===== src/rtl/mem_pkg.sv =====
// Shared definitions for the data-memory responder: FSM states and bus widths.
package mem_pkg;

  typedef enum logic [1:0] {
    IDLE   = 2'd0,
    WAIT   = 2'd1,
    ACCESS = 2'd2,
    RESP   = 2'd3
  } state_t;

  localparam int WORD_W     = 32;
  localparam int BE_W       = 4;
  localparam int WAIT_CNT_W = 4;

endpackage


===== src/rtl/data_mem_ram.sv =====
// Word-organised data storage with a byte-enable synchronous write port and a
// synchronous read port. The read register doubles as the responder's rdata
// output, so it can be cleared (error response) and is reset to zero, while
// the storage array itself is never reset.
module data_mem_ram
  import mem_pkg::*;
#(
  parameter int DEPTH = 64,
  parameter int AW    = (DEPTH > 1) ? $clog2(DEPTH) : 1
) (
  input  logic              clk,
  input  logic              rst_n,
  input  logic              wr_en,
  input  logic              rd_en,
  input  logic              rd_clr,
  input  logic [AW-1:0]     addr,
  input  logic [BE_W-1:0]   be,
  input  logic [WORD_W-1:0] wdata,
  output logic [WORD_W-1:0] rdata
);

  logic [WORD_W-1:0] mem [DEPTH];

  // Byte-lane write: only lanes whose enable bit is set are updated.
  always_ff @(posedge clk) begin
    if (wr_en) begin
      for (int i = 0; i < BE_W; i++) begin
        if (be[i]) begin
          mem[addr][8*i +: 8] <= wdata[8*i +: 8];
        end
      end
    end
  end

  // Read register: cleared on error, loaded on a good read, otherwise holds.
  always_ff @(posedge clk or negedge rst_n) begin
    if (!rst_n) begin
      rdata <= '0;
    end else if (rd_clr) begin
      rdata <= '0;
    end else if (rd_en) begin
      rdata <= mem[addr];
    end
  end

endmodule


===== src/rtl/data_mem_responder.sv =====
// Memory-side responder for the core's data bus: captures one load/store under
// req/ack, waits WAIT_CYC cycles, performs the access (or rejects an illegal
// address) and returns a one-cycle ack with err and rdata.
module data_mem_responder
  import mem_pkg::*;
#(
  parameter int DEPTH    = 64,
  parameter int WAIT_CYC = 2
) (
  input  logic              clk,
  input  logic              rst_n,
  input  logic              req,
  input  logic              we,
  input  logic [31:0]       addr,
  input  logic [31:0]       wdata,
  input  logic [3:0]        be,
  output logic              ack,
  output logic              err,
  output logic [31:0]       rdata,
  output logic              busy
);

  localparam int AW = (DEPTH > 1) ? $clog2(DEPTH) : 1;
  localparam logic [WAIT_CNT_W-1:0] WAIT_LOAD = WAIT_CNT_W'(WAIT_CYC - 1);

  state_t                state, next_state;
  logic [WAIT_CNT_W-1:0] cnt;
  logic                  cap_we;
  logic [31:0]           cap_addr;
  logic [WORD_W-1:0]     cap_wdata;
  logic [BE_W-1:0]       cap_be;
  logic                  addr_err;
  logic                  ram_wr, ram_rd, ram_clr;

  // Next-state decode and the access-cycle RAM controls.
  always_comb begin
    next_state = state;
    addr_err   = (cap_addr[1:0] != 2'b00) ||
                 ({2'b00, cap_addr[31:2]} >= WORD_W'(DEPTH));
    ram_wr     = 1'b0;
    ram_rd     = 1'b0;
    ram_clr    = 1'b0;
    case (state)
      IDLE: begin
        if (req) begin
          next_state = (WAIT_CYC == 0) ? ACCESS : WAIT;
        end
      end
      WAIT: begin
        if (cnt == '0) begin
          next_state = ACCESS;
        end
      end
      ACCESS: begin
        next_state = RESP;
        ram_wr     = cap_we && !addr_err;
        ram_rd     = !cap_we && !addr_err;
        ram_clr    = addr_err;
      end
      RESP: begin
        next_state = IDLE;
      end
      default: begin
        next_state = IDLE;
      end
    endcase
  end

  // State register; reset abandons any in-flight request.
  always_ff @(posedge clk or negedge rst_n) begin
    if (!rst_n) begin
      state <= IDLE;
    end else begin
      state <= next_state;
    end
  end

  // Wait counter and request capture; later bus changes are ignored.
  always_ff @(posedge clk or negedge rst_n) begin
    if (!rst_n) begin
      cnt       <= '0;
      cap_we    <= 1'b0;
      cap_addr  <= '0;
      cap_wdata <= '0;
      cap_be    <= '0;
    end else begin
      if (state == IDLE) begin
        cnt <= WAIT_LOAD;
        if (req) begin
          cap_we    <= we;
          cap_addr  <= addr;
          cap_wdata <= wdata;
          cap_be    <= be;
        end
      end else if (state == WAIT) begin
        cnt <= cnt - 1'b1;
      end
    end
  end

  // Registered handshake outputs derived from the upcoming state.
  always_ff @(posedge clk or negedge rst_n) begin
    if (!rst_n) begin
      ack  <= 1'b0;
      err  <= 1'b0;
      busy <= 1'b0;
    end else begin
      ack  <= (next_state == RESP);
      err  <= (state == ACCESS) && addr_err;
      busy <= (next_state != IDLE);
    end
  end

  data_mem_ram #(
    .DEPTH (DEPTH),
    .AW    (AW)
  ) u_ram (
    .clk    (clk),
    .rst_n  (rst_n),
    .wr_en  (ram_wr),
    .rd_en  (ram_rd),
    .rd_clr (ram_clr),
    .addr   (cap_addr[AW+1:2]),
    .be     (cap_be),
    .wdata  (cap_wdata),
    .rdata  (rdata)
  );

endmodule


===== config.mk =====
export PLATFORM = sky130hd
export DESIGN_NAME = data_mem_responder
export DESIGN_NICKNAME = d
export VERILOG_FILES = /design/src/rtl/mem_pkg.sv /design/src/rtl/data_mem_ram.sv /design/src/rtl/data_mem_responder.sv
export SDC_FILE = /design/constraint.sdc
export NUM_CORES = 2
export LEC_CHECK = 0
export BUFFER_PORTS_ARGS = -buffer_cell sky130_fd_sc_hd__buf_4
export CAP_MARGIN = 20
export CORE_ASPECT_RATIO = 0.75
export CORE_MARGIN = 5
export CORE_UTILIZATION = 43
export CTS_CLUSTER_DIAMETER = 60
export CTS_CLUSTER_SIZE = 30
export DETAILED_ROUTE_END_ITERATION = 12
export SETUP_SLACK_MARGIN = 0.1
export SYNTH_ARGS = -nofsm -noshare
export SYNTH_HDL_FRONTEND = slang
export SYNTH_SLANG_ARGS = --single-unit

===== constraint.sdc =====
create_clock -name clk -period 2.65 [get_ports clk]
set_clock_uncertainty 0.2 [all_clocks]
set_input_delay 0.265 -clock clk [delete_from_list [all_inputs] [get_ports clk]]
set_output_delay 0.265 -clock clk [all_outputs]
set_load 0.01 [all_outputs]

### Word-level counts from Yosys, hierarchy flattened

Memory sizes are Yosys's and may differ from the RTL's.
Cells that the tools add are included.

| word-level totals | value |
|---|---|
| bits in registers | 110 |
| memory bits (writable) | 2048 |
| bits of input ports | 72 |
| output and inout bits | 35 |
| word-level logic and storage cells | 52 |
| memories kept | 1 |

| operators by class | value |
|---|---|
| $add $sub $neg | 1 |
| $lt $le $gt $ge | 1 |
| eq/ne operators | 4 |
| multiplexer cells | 22 |
| reductions and logical operators | 13 |

Memory list:

| name | words | width | rd ports | clocked after memory_dff | wr ports | RTL line | source |
|---|---|---|---|---|---|---|---|
| u_ram.mem | 64 | 32 | 1 | 0 | 1 | data_mem_ram.sv:22 | `logic [WORD_W-1:0] mem [DEPTH];` |

Operators with widths:

| cell | count |
|---|---|
| 32-bit 2-to-1 mux | 2 |
| 30-bit by 7-bit >= comparator with 1-bit output, second input constant | 1 |
| 1-bit 2-to-1 mux | 15 |
| 4-bit 2-to-1 mux | 2 |
| 2-bit case mux with 4 select lines | 1 |
| 2-bit nonzero test | 4 |
| 2-bit equality test, second input constant | 3 |
| 4-bit logical NOT | 1 |
| 2-bit 2-to-1 mux | 2 |
| 4-bit by 1-bit subtractor with 4-bit output, second input constant | 1 |
| 1-bit logical AND | 3 |
| 2-bit by 1-bit equality test with 1-bit output, second input constant | 1 |
| 1-bit logical NOT | 2 |
| 2-bit logical NOT | 1 |
| 2-bit AND reduction | 1 |
| 1-bit logical OR | 1 |

### Longest topological paths before layout

| logic depth | value |
|---|---|
| depth after elaboration | 7 |
| gate-level depth with buffers | 10 |
| mapped depth without buffers | 6 |

### Cells and area by module

From an unflattened synthesis, not the netlist that was laid out.

| unflattened totals | value |
|---|---|
| cells, all modules | 4980 |
| area total of the unflattened synthesis | 83044.6 um^2 |

Modules (own cells, without submodules):

| module | instances | cells each | area an instance (um^2) | sequential area each (um^2) |
|---|---|---|---|---|
| data_mem_ram | 1 | 4784 | 79999.2 | 62299.8 |
| data_mem_responder | 1 | 196 | 3045.4 | 1951.9 |

### Worst setup path before layout

No wires, ideal clock.

| timing | value |
|---|---|
| path type | flip-flop to flip-flop |
| start point | register cap_addr[4] |
| end point | memory u_ram.mem[57][0] (enable) |
| setup time | 370 ps |
| data arrival time | 2055 ps |
| required time | 2080 ps |
| setup slack | 25 ps |
| cell stages (with the launch flop) | 9 |
| path buffers | 5 |
| clock period less this slack | 2625 ps |
| cells stage by stage | dfrtp_1 > buf_4 > buf_4 > buf_4 > buf_4 > clkbuf_1 > nor2_1 > nand2_1 > nor2_1 |

| on the way | value |
|---|---|
| word-level cells in the longest chain between the ends | 7 |

Ends and longest elaborated chain:

| element | RTL line | source |
|---|---|---|
| start: declaration | data_mem_responder.sv:29 | `logic [31:0] cap_addr;` |
| start signal: assignment | data_mem_responder.sv:91 | `cap_addr <= addr;` |
| 30-bit by 7-bit >= comparator with 1-bit output | data_mem_responder.sv:39 | `({2'b00, cap_addr[31:2]} >= WORD_W'(DEPTH));` |
| 1-bit logical OR | data_mem_responder.sv:38 | `addr_err = (cap_addr[1:0] != 2'b00) \|\|` |
| 1-bit logical NOT | data_mem_responder.sv:56 | `ram_wr = cap_we && !addr_err;` |
| 1-bit logical AND | data_mem_responder.sv:56 |  |
| 1-bit 2-to-1 mux | data_mem_responder.sv:43 | `case (state)` |
| 1-bit 2-to-1 mux | data_mem_ram.sv:26 | `if (wr_en) begin` |
| 1-bit 2-to-1 mux (implied by the code) | data_mem_ram.sv:29 | `mem[addr][8*i +: 8] <= wdata[8*i +: 8];` |
| end: declaration | data_mem_ram.sv:22 |  |

Several ways; a longest one is shown, not always the timed one.

### Worst setup path after layout

| timing | value |
|---|---|
| start point | register cap_addr[13] |
| end point | memory u_ram.mem[33][23] (enable) |

| on the way | value |
|---|---|
| word-level cells in the longest chain between the ends | 7 |

Ends and longest elaborated chain:

| element | RTL line |
|---|---|
| 30-bit by 7-bit >= comparator with 1-bit output | data_mem_responder.sv:39 |
| 1-bit logical OR | data_mem_responder.sv:38 |
| 1-bit logical NOT | data_mem_responder.sv:56 |
| 1-bit logical AND | data_mem_responder.sv:56 |
| 1-bit 2-to-1 mux | data_mem_responder.sv:43 |
| 1-bit 2-to-1 mux | data_mem_ram.sv:26 |
| 1-bit 2-to-1 mux (implied by the code) | data_mem_ram.sv:29 |

No other way between the ends.

==> impl_metrics.tcl <==
set metrics [dict create \
    async_flop_share_pct 5.10 \
    syn_area_mm2 0.0832 \
    holdWs_ns 0.0527 \
    timing.slew.headroom_pct 45.3 \
    dr.pass1.iters 7 \
    setup_violations 280 \
    synth_edf_count 2048 \
    final_common_cell "edfxtp_1" \
    hp-class "input pin to register" \
    end_kind "register" \
    hold_viol 0 \
    drive_above_1_share_pct 32.6 \
    dieArea_mm2 0.202 \
    final_core_util_pct 53.9 \
    final_cell_mix "edfxtp_1, buf_4, mux2i_1, nor2_1, buf_12" \
    peakVddDrop_mv 1.61 \
    ys_seq_elements 2158 \
    synth_cells 4600 \
    wl_um 261000 \
    period_share_pct 103 \
    maxSlewViolCount 0 \
    postRouteAntennaNets 0 \
    drc 0 \
    portBuffers 106 \
    grt_start_max_net_pins 66 \
    syn_avg_cell_area_um2 18.1 \
    yosys_warnings 0 \
    clk_pin_slew_ns 0.10 \
    grt.total_usage_pct 24.8 \
    start_util_pct 43.3 \
    dp_cells 7716 \
    clock_path_buffers 3 \
    grt_pass1_wl_um 361000 \
    via_per_inst 6.05 \
    crit_path_cell_trace "nor4_2 > nand4_1 > nor2_2 > and3_4 > nand2_2 > buf_12 > nor2_1 > buf_4" \
    die_y_um 391 \
    cts_sinks 2158 \
    gp_congestion 0.912 \
    cts_root_buf "clkbuf_16" \
    powerDensity_mw_per_mm2 1060 \
    drt-initial-drc-count 6873 \
    fin_crit_ns 2.72 \
    path_delay_family "simple AND/OR/NAND/NOR gates" \
    slowest_delay_ns 0.43 \
    max_freq_mhz 368 \
    dpl.hpwl_um 169000 \
    first_global_vias 47700 \
    clock_latency_ns 0.82 \
    vias 49200 \
    arrival_ns 3.02 \
    synth_nets 4673 \
    cts_tree "built" \
    rows 139 \
    ys_types 55 \
    die-width_um 518 \
    coreArea_mm2 0.192 \
    globalRoute.totalOverflow 0 \
    numCtsBuffers 119 \
    path_buf_inv 2 \
    startpoint_type "register" \
    drv_cap 0 \
    outcome "finished, violations left" \
    violations "negative setup slack" \
    wl_per_cell_um 32.1 \
    crit_type "register to register" \
    rsz0062_at_grt "yes" \
    synth-main-ff-cell "edfxtp_1" \
    yosysSeqAreaShare_pct 77.2 \
    worstPathRequired_ns 2.95 \
    layout.nets 5566 \
    io_pins 107 \
    p_leak_nw 34.1 \
    grt_antenna_before_repair 6 \
    crit_fanout 64 \
    fin_ws_ns -0.0676 \
    crit_slowest_cell "dfrtp_1" \
    htreeDepth 3 \
    stdcell_count 8137 \
    tightestPinTransition_ns 0.820 \
    syn_to_final_growth_pct 24.3 \
]
## where the power goes
part	internal, mW	leakage [nW]	switching [mW]	total (mW)
sequential	42.8	19.8	1.64	44.4
clock	9.85	2.18	12.8	22.7
combinational	17.5	12.2	24.9	42.4
total	70.1	34.1	39.3	109
## worst paths after layout
check                                     to  cells past startpoint    startpoint  slack, ns
max reg2reg                u_ram.mem[33][23]                      8  cap_addr[13]      -0.07
min reg2reg                     cap_addr[18]                      1  cap_addr[18]       0.32
min in group asynchronous               busy                      4         rst_n       0.42
min                            cap_wdata[26]                      3     wdata[26]       0.05
max                        u_ram.mem[33][23]                      8  cap_addr[13]      -0.07
max in group asynchronous      cap_wdata[26]                      4         rst_n       1.41
## synthesized netlist by cell type (4+ instances only)
master,n,area (µm²)
edfxtp_1,2048,61500
mux2i_1,472,4720
nor2_1,326,1220
o221ai_1,201,1760
a22oi_1,171,1280
o22ai_1,158,988
a21oi_1,149,746
o21ai_0,126,631
mux4_2,122,2750
clkbuf_1,114,428
buf_2,113,566
dfrtp_1,110,2750
nand2_1,89,334
mux2_2,87,980
buf_4,62,465
a222oi_1,33,330
a211oi_1,32,240
a2111oi_0,28,245
a32o_1,27,270
buf_6,17,191
nor4_1,16,100
nor2b_1,13,81.3
buf_1,12,45.0
a22o_1,7,61.3
nand2b_1,7,43.8
a221oi_1,5,43.8
a221oi_2,5,75.1
nor3_1,5,25.0
a2bb2oi_1,4,35.0
## cells by family (layout without fill, tap and decap cells)
| family | count (synthesis) | after routing | share of synthesized area, % |
|---|---|---|---|
| and+or+nand+nor | 480 | 481 | 2.37 |
| DFF | 2158 | 2158 | 77.2 |
| other | 0 | 1 | 0 |
| buffers and inverters | 326 | 1323 | 2.09 |
| muxes | 681 | 681 | 10.2 |
| adders and majority gates | 1 | 1 | 0.0150 |
| AOI/OAI and AO/OA | 954 | 954 | 8.14 |
## metrics by stage
stage | TNS (ns) | setup slack [ns] | total power, mW | area (µm²)
floorplan | 0 | 0.0245 | 62.9 | 83300
global placement | -11.31 | -0.621 | 79.9 | 93800
detailed placement | -26.72 | -0.685 | 80.5 | 93800
CTS | -0.399 | -0.0234 | 108 | 102000
global route | -58.94 | -0.120 | 113 | 103000
finish | -7.59 | -0.0676 | 109 | 103000
## tightest hold or removal path: stages
cell	delay, ns
dlygate4sd3_1	0.52
buf_4	0.09
mux2_2	0.12
## layer usage
layer  routed length [µm]  track usage (%)  part of all wire, %
met1               108000             36.1                   41
met2               115000             36.6                   44
met3                28100             6.27                   11
met4                 9320             8.40                  3.6
met5                   34            0.349                0.013
## layout make-up
class | instances | area (µm²)
Inverter | 4 | 27.5
Clock buffer | 126 | 3070
Clock inverter | 100 | 1460
Antenna cell | 1 | 2.50
Tap cell | 2538 | 3180
Fill cell | 15000 | 88600
Timing Repair Buffer | 1093 | 12200
Sequential cell | 2158 | 64300
Multi-Input combinational cell | 2117 | 19200
## flip-flops by register name (all words and copies together) (netlist names)
register and cells:
cap_we 1, cap_addr 32, err 1, u_ram.rdata 32, busy 1, cap_be 4
u_ram.mem 2048, cnt 4, state 2, ack 1, cap_wdata 32
## what timing repair did
item,CTS,global route
gates resized for setup,386,228
cloned,21,14
setup buffers,44,9
endpoints found under the hold margin,181,0
pin swaps,63,92
endpoints found under the setup margin,2080,2085
hold buffers,111,0
(Power assumes the default switching activity.)
